### src/rtl/piece_drop_ctrl.sv
// Falling four-block bar controller: spawns a piece, queues player and gravity requests,
// validates each candidate position against the playfield and an external collision check.
module piece_drop_ctrl #(
    parameter int unsigned SIZE       = 16,
    parameter logic [9:0]  SPAWN_X    = 10'd272,
    parameter logic [9:0]  SPAWN_Y    = 10'd0,
    parameter logic [9:0]  X_MIN      = 10'd240,
    parameter logic [9:0]  X_MAX      = 10'd400,
    parameter logic [9:0]  Y_MAX      = 10'd464,
    parameter int unsigned FALL_TICKS = 30
) (
    input  logic       clk,
    input  logic       rst_n,
    input  logic       start,
    input  logic       frame_tick,
    input  logic       move_left,
    input  logic       move_right,
    input  logic       rotate,
    input  logic       drop,
    output logic [9:0] ref_x,
    output logic [9:0] ref_y,
    output logic       vert,
    output logic       chk_req,
    output logic [9:0] chk_x,
    output logic [9:0] chk_y,
    output logic       chk_vert,
    input  logic       chk_ack,
    input  logic       chk_hit,
    output logic       active,
    output logic       locked,
    output logic       game_over
);

    typedef enum logic [2:0] {IDLE, SPAWN, WAIT, CHECK, COMMIT, LOCK} state_t;
    typedef enum logic [2:0] {OP_SPAWN, OP_ROT, OP_LEFT, OP_RIGHT, OP_FALL} op_t;

    localparam logic signed [10:0] STEP  = 11'(SIZE);
    localparam logic [11:0]        SPAN1 = 12'(SIZE);
    localparam logic [11:0]        SPAN4 = 12'(4 * SIZE);
    localparam logic [7:0]         FALL_LAST = 8'(FALL_TICKS - 1);

    state_t state, state_next;
    op_t    op, sel_op;

    logic [7:0]         fall_cnt;
    logic               p_rot, p_left, p_right, p_fall, drop_mode;
    logic               fall_want;
    logic               load_chk;
    logic               clr_rot, clr_left, clr_right, clr_fall;
    logic signed [10:0] cand_x, cand_y;
    logic               cand_vert;
    logic               ack_seen;
    logic               fall_wrap;

    // A candidate is legal only if the whole bar, in its orientation, lies inside the field.
    function automatic logic in_bounds(input logic signed [10:0] x,
                                       input logic signed [10:0] y,
                                       input logic               v);
        logic [11:0] ux;
        logic [11:0] uy;
        logic        ok;
        ux = {1'b0, x};
        uy = {1'b0, y};
        if (x[10] || y[10] || (ux < {2'b00, X_MIN}))
            ok = 1'b0;
        else if (v)
            ok = ((ux + SPAN1) <= {2'b00, X_MAX}) && ((uy + SPAN4) <= {2'b00, Y_MAX});
        else
            ok = ((ux + SPAN4) <= {2'b00, X_MAX}) && ((uy + SPAN1) <= {2'b00, Y_MAX});
        return ok;
    endfunction

    assign fall_want = p_fall || drop_mode;
    assign ack_seen  = chk_req && chk_ack;
    assign fall_wrap = active && frame_tick && (fall_cnt == FALL_LAST);
    assign locked    = (state == LOCK);

    always_ff @(posedge clk or negedge rst_n) begin
        if (!rst_n)
            state <= IDLE;
        else
            state <= state_next;
    end

    always_comb begin
        state_next = state;
        sel_op     = OP_FALL;
        cand_x     = $signed({1'b0, ref_x});
        cand_y     = $signed({1'b0, ref_y});
        cand_vert  = vert;
        load_chk   = 1'b0;
        clr_rot    = 1'b0;
        clr_left   = 1'b0;
        clr_right  = 1'b0;
        clr_fall   = 1'b0;
        case (state)
            IDLE: begin
                if (start)
                    state_next = SPAWN;
            end
            SPAWN: begin
                sel_op     = OP_SPAWN;
                cand_x     = $signed({1'b0, SPAWN_X});
                cand_y     = $signed({1'b0, SPAWN_Y});
                cand_vert  = 1'b0;
                load_chk   = 1'b1;
                state_next = CHECK;
            end
            WAIT: begin
                if (p_rot || p_left || p_right || fall_want) begin
                    if (p_rot) begin
                        sel_op    = OP_ROT;
                        clr_rot   = 1'b1;
                        cand_vert = !vert;
                        if (vert) begin
                            cand_x = $signed({1'b0, ref_x}) - STEP;
                            cand_y = $signed({1'b0, ref_y}) + STEP;
                        end else begin
                            cand_x = $signed({1'b0, ref_x}) + STEP;
                            cand_y = $signed({1'b0, ref_y}) - STEP;
                        end
                    end else if (p_left) begin
                        sel_op   = OP_LEFT;
                        clr_left = 1'b1;
                        cand_x   = $signed({1'b0, ref_x}) - STEP;
                    end else if (p_right) begin
                        sel_op    = OP_RIGHT;
                        clr_right = 1'b1;
                        cand_x    = $signed({1'b0, ref_x}) + STEP;
                    end else begin
                        sel_op   = OP_FALL;
                        clr_fall = 1'b1;
                        cand_y   = $signed({1'b0, ref_y}) + STEP;
                    end
                    // Illegal moves are silently dropped; an illegal fall means the piece has landed.
                    if (in_bounds(cand_x, cand_y, cand_vert)) begin
                        load_chk   = 1'b1;
                        state_next = CHECK;
                    end else if (sel_op == OP_FALL) begin
                        state_next = LOCK;
                    end
                end
            end
            CHECK: begin
                if (ack_seen) begin
                    if (!chk_hit)
                        state_next = COMMIT;
                    else if (op == OP_FALL)
                        state_next = LOCK;
                    else if (op == OP_SPAWN)
                        state_next = IDLE;
                    else
                        state_next = WAIT;
                end
            end
            COMMIT: state_next = WAIT;
            LOCK:   state_next = SPAWN;
            default: state_next = IDLE;
        endcase
    end

    always_ff @(posedge clk or negedge rst_n) begin
        if (!rst_n) begin
            ref_x     <= SPAWN_X;
            ref_y     <= SPAWN_Y;
            vert      <= 1'b0;
            active    <= 1'b0;
            chk_req   <= 1'b0;
            chk_x     <= '0;
            chk_y     <= '0;
            chk_vert  <= 1'b0;
            op        <= OP_SPAWN;
            game_over <= 1'b0;
            fall_cnt  <= '0;
        end else begin
            game_over <= 1'b0;
            if (load_chk) begin
                chk_req  <= 1'b1;
                chk_x    <= cand_x[9:0];
                chk_y    <= cand_y[9:0];
                chk_vert <= cand_vert;
                op       <= sel_op;
            end else if (ack_seen) begin
                chk_req <= 1'b0;
            end
            if ((state == CHECK) && ack_seen && chk_hit && (op == OP_SPAWN))
                game_over <= 1'b1;
            if (state == COMMIT) begin
                ref_x <= chk_x;
                ref_y <= chk_y;
                vert  <= chk_vert;
                if (op == OP_SPAWN)
                    active <= 1'b1;
            end
            if (state_next == LOCK || state_next == IDLE)
                active <= 1'b0;
            if ((state == LOCK) || ((state == COMMIT) && (op == OP_SPAWN)))
                fall_cnt <= '0;
            else if (active && frame_tick)
                fall_cnt <= fall_wrap ? 8'd0 : fall_cnt + 8'd1;
        end
    end

    // A new pulse always wins over the clear of the same cycle so no request is lost.
    always_ff @(posedge clk or negedge rst_n) begin
        if (!rst_n) begin
            p_rot     <= 1'b0;
            p_left    <= 1'b0;
            p_right   <= 1'b0;
            p_fall    <= 1'b0;
            drop_mode <= 1'b0;
        end else begin
            p_rot     <= (rotate && state != IDLE) ||
                         (p_rot && !clr_rot && state != LOCK && state != IDLE);
            p_left    <= (move_left && state != IDLE) ||
                         (p_left && !clr_left && state != LOCK && state != IDLE);
            p_right   <= (move_right && state != IDLE) ||
                         (p_right && !clr_right && state != LOCK && state != IDLE);
            p_fall    <= fall_wrap ||
                         (p_fall && !clr_fall && state != LOCK && state != IDLE);
            drop_mode <= (drop && state != IDLE) ||
                         (drop_mode && state != LOCK && state != IDLE);
        end
    end

endmodule
### config.mk
export PLATFORM = sky130hd
export DESIGN_NAME = piece_drop_ctrl
export DESIGN_NICKNAME = d
export VERILOG_FILES = /design/src/rtl/piece_drop_ctrl.sv
export SDC_FILE = /design/constraint.sdc
export NUM_CORES = 1
export LEC_CHECK = 0
export CAP_MARGIN = 20
export CORE_MARGIN = 3
export CORE_UTILIZATION = 40
export CTS_BUF_LIST = sky130_fd_sc_hd__clkbuf_8
export CTS_CLUSTER_DIAMETER = 100
export DETAILED_ROUTE_END_ITERATION = 10
export PLACE_DENSITY_LB_ADDON = 0.08
export SYNTH_ARGS = -nofsm -noshare
export SYNTH_HDL_FRONTEND = slang
export SYNTH_SLANG_ARGS = --single-unit
### constraint.sdc
create_clock -name clk -period 8.6 [get_ports clk]
set_input_delay 2.58 -clock clk [delete_from_list [all_inputs] [get_ports clk]]
set_output_delay 2.58 -clock clk [all_outputs]
set_load 0.05 [all_outputs]
==> qor.csv <==
metric,value,unit
drc,0,
hold_path.class,register to register,
initial_core_util,42.1,%
instances_no_fill,547,
place_ws,4.13,ns
dieArea,10000,um^2
finalHoldViolations,0,
start_kind,register,
die_x,100,um
totalWireLength,9130,um
cp-end-kind,output port,
clk_latency,0.35,ns
netlist_area,3550,um^2
clock-root-buffer,clkbuf_8,
portBuffers,55,
synth_edf_count,0,
status,finished clean,
nets,453,
place_area,4150,um^2
power,1.21,mW
drv_slew,0,
fin_setup_tns,0,ns
ys_types,57,
final.period_utilization,56.4,%
clkTransAtPathRegs,0.08,ns
worstMarginPinSlew,0.835,ns
async_flop_share,100,%
drv_cap,0,
p_int,0.694,mW
grt_max_degree,65,
setup_viol,0,
skew,0.0100,ns
gr-total-overflow,0,
cts_buffers,9,
core-area,8420,um^2
syn_avg_cell_area,9.17,um^2
rsz0062_at_grt,false,
switching_share,42.8,%
relSlewSlack,44.3,%
switching_power,0.518,mW
arrival,2.27,ns
drt_iter0_markers,149,
syn-num-nets,403,
setup_ws,3.75,ns
antenna_found_initial,0,
ys_seq_area_share,45.2,%
crit_fanout,13,
cts_resized,0,
areaGrowthSynthToFinish,23.3,%
fin_hold_ws,0.511,ns
period_needed,4.85,ns
htreeDepth,3,
ir_drop,153,uV
required,6.02,ns
yosys_most_used_dff,dfrtp_1,
yosysWarnings,0,
rows,33,
power_density,277,nW/um^2
hpwl,6240,um
vias_per_cell,5.44,
postRouteAntennaNets,0,
p_comb_share,39.5,%
die_h,100,um
io_pins,56,
vias,2977,
routedWlPerCell,16.7,um
cts_tree,done,
max_freq,0.206,GHz
seqPwrFrac,35.9,%
cts_num_sinks,64,
path_class,register to output port,
synthesis.instances,387,
p_clk_share,24.6,%
fin_area,4370,um^2
grtUsageTotal,19.3,%
grt_pass1_wl,15200,um
diodes,0,
p_leak,2.00,nW
final_core_util,51.9,%
ys_ff_latch,64,
drtPass1Iterations,5,
post_cts_buffers,0,
ctsHoldBuffers,0,
dpl.cell_count,531,
gp_congestion,0.870,
clockBufferDepth,2,
layout-drive-gt1-share,9.05,%
fillers,830,
grt_pass1_vias,2949,
[final timing paths]
check | end | slack (ns) | cells past startpoint | from
setup / recovery | locked | 3.75 | 4 | state[1]
min in group asynchronous | chk_x[7] | 2.43 | 2 | rst_n
hold / removal | op[1] | 0.51 | 1 | op[1]
max in group asynchronous | active | 5.64 | 2 | rst_n
hold reg to reg | op[1] | 0.51 | 1 | op[1]
setup reg to reg | chk_x[6] | 5.10 | 8 | p_rot
[sequential cells by signal, indices dropped and copies added (netlist names), 3 cells and up]
name	cells
ref_y	10
state	3
chk_x	10
chk_y	10
op	3
fall_cnt	8
ref_x	10
[layer usage]
layer / GRT usage, % / wire [um] / up-vias
met2: 29.2 / 4190 / 95
met4: 6.94 / 108 / 0
li1: - / - / 1449
met5: 0 / 0 / -
met3: 3.82 / 496 / 10
met1: 27.6 / 4330 / 1423
[power by group through the flow]
stage / combinational (mW) / sequential (mW) / clock (mW)
global placement: 0.475 / 0.437 / 0
detailed placement: 0.476 / 0.439 / 0
floorplan: 0.295 / 0.481 / 0
CTS: 0.479 / 0.434 / 0.305
finish: 0.479 / 0.435 / 0.298
global route: 0.524 / 0.443 / 0.321
[cells in the final DEF (no fill, tap or decap), types with 3 or more instances in the layout]
cell type / netlist / routed
nor3_1: 12 / 12
o2111ai_1: 3 / 3
inv_1: 23 / 23
and3_1: 3 / 3
xnor2_1: 7 / 7
mux2_2: 8 / 8
xor2_1: 7 / 7
dfrtp_1: 62 / 62
o21ai_0: 24 / 24
or3_1: 3 / 3
and2_1: 3 / 3
nor2b_1: 5 / 5
nand3_1: 15 / 15
ha_1: 6 / 6
mux2i_1: 20 / 20
a211oi_1: 4 / 4
a21oi_1: 25 / 25
nor4_1: 4 / 4
nor2_1: 32 / 32
clkbuf_8: 0 / 9
clkdlybuf4s50_1: 0 / 54
nand2_1: 58 / 58
[cell type report]
| class | instances | area [um^2] | area share, % |
|---|---|---|---|
| Clock buffer | 9 | 124 | 2.83 |
| Inverter | 23 | 86.3 | 1.97 |
| Tap cell | 105 | 131 | 3.00 |
| Clock inverter | 7 | 103 | 2.35 |
| Sequential cell | 64 | 1600 | 36.7 |
| Timing Repair Buffer | 57 | 561 | 12.8 |
| Multi-Input combinational cell | 282 | 1770 | 40.4 |
[synthesized netlist by cell type (4+ instances only)]
cell	count	share of area, %
buf_2	5	0.71
a21oi_1	25	3.5
xor2_1	7	1.7
nor3_1	12	1.7
nand3_1	15	2.1
clkbuf_1	9	0.95
inv_1	23	2.4
nand2_1	58	6.1
a211oi_1	4	0.85
nor4_1	4	0.71
mux2i_1	20	5.6
xnor2_1	7	1.7
ha_1	6	2.1
dfrtp_1	62	44
mux2_2	8	2.5
nor2_1	32	3.4
o21ai_0	24	3.4
nor2b_1	5	0.88
[kinds of logic (layout without fill, tap and decap cells)]
family	after synthesis	after routing	share of synthesized area, %
buffers and inverters	41	96	5.15
multiplexers	31	31	9.45
AND/OR/NAND/NOR	149	149	19.6
adder cells (fa/ha/maj)	6	6	2.12
XOR/XNOR	14	14	3.46
AO/OA/AOI/OAI	82	82	15.0
flip-flops	64	64	45.2
[worst max-delay path, cell delays in order, from the launching register on]
cell             delay (ns)
dfrtp_1                0.55
nor2b_1                0.29
nand2_1                0.21
inv_1                  0.09
clkdlybuf4s50_1        0.79
No activity file was read; power rests on OpenSTA's default activity.
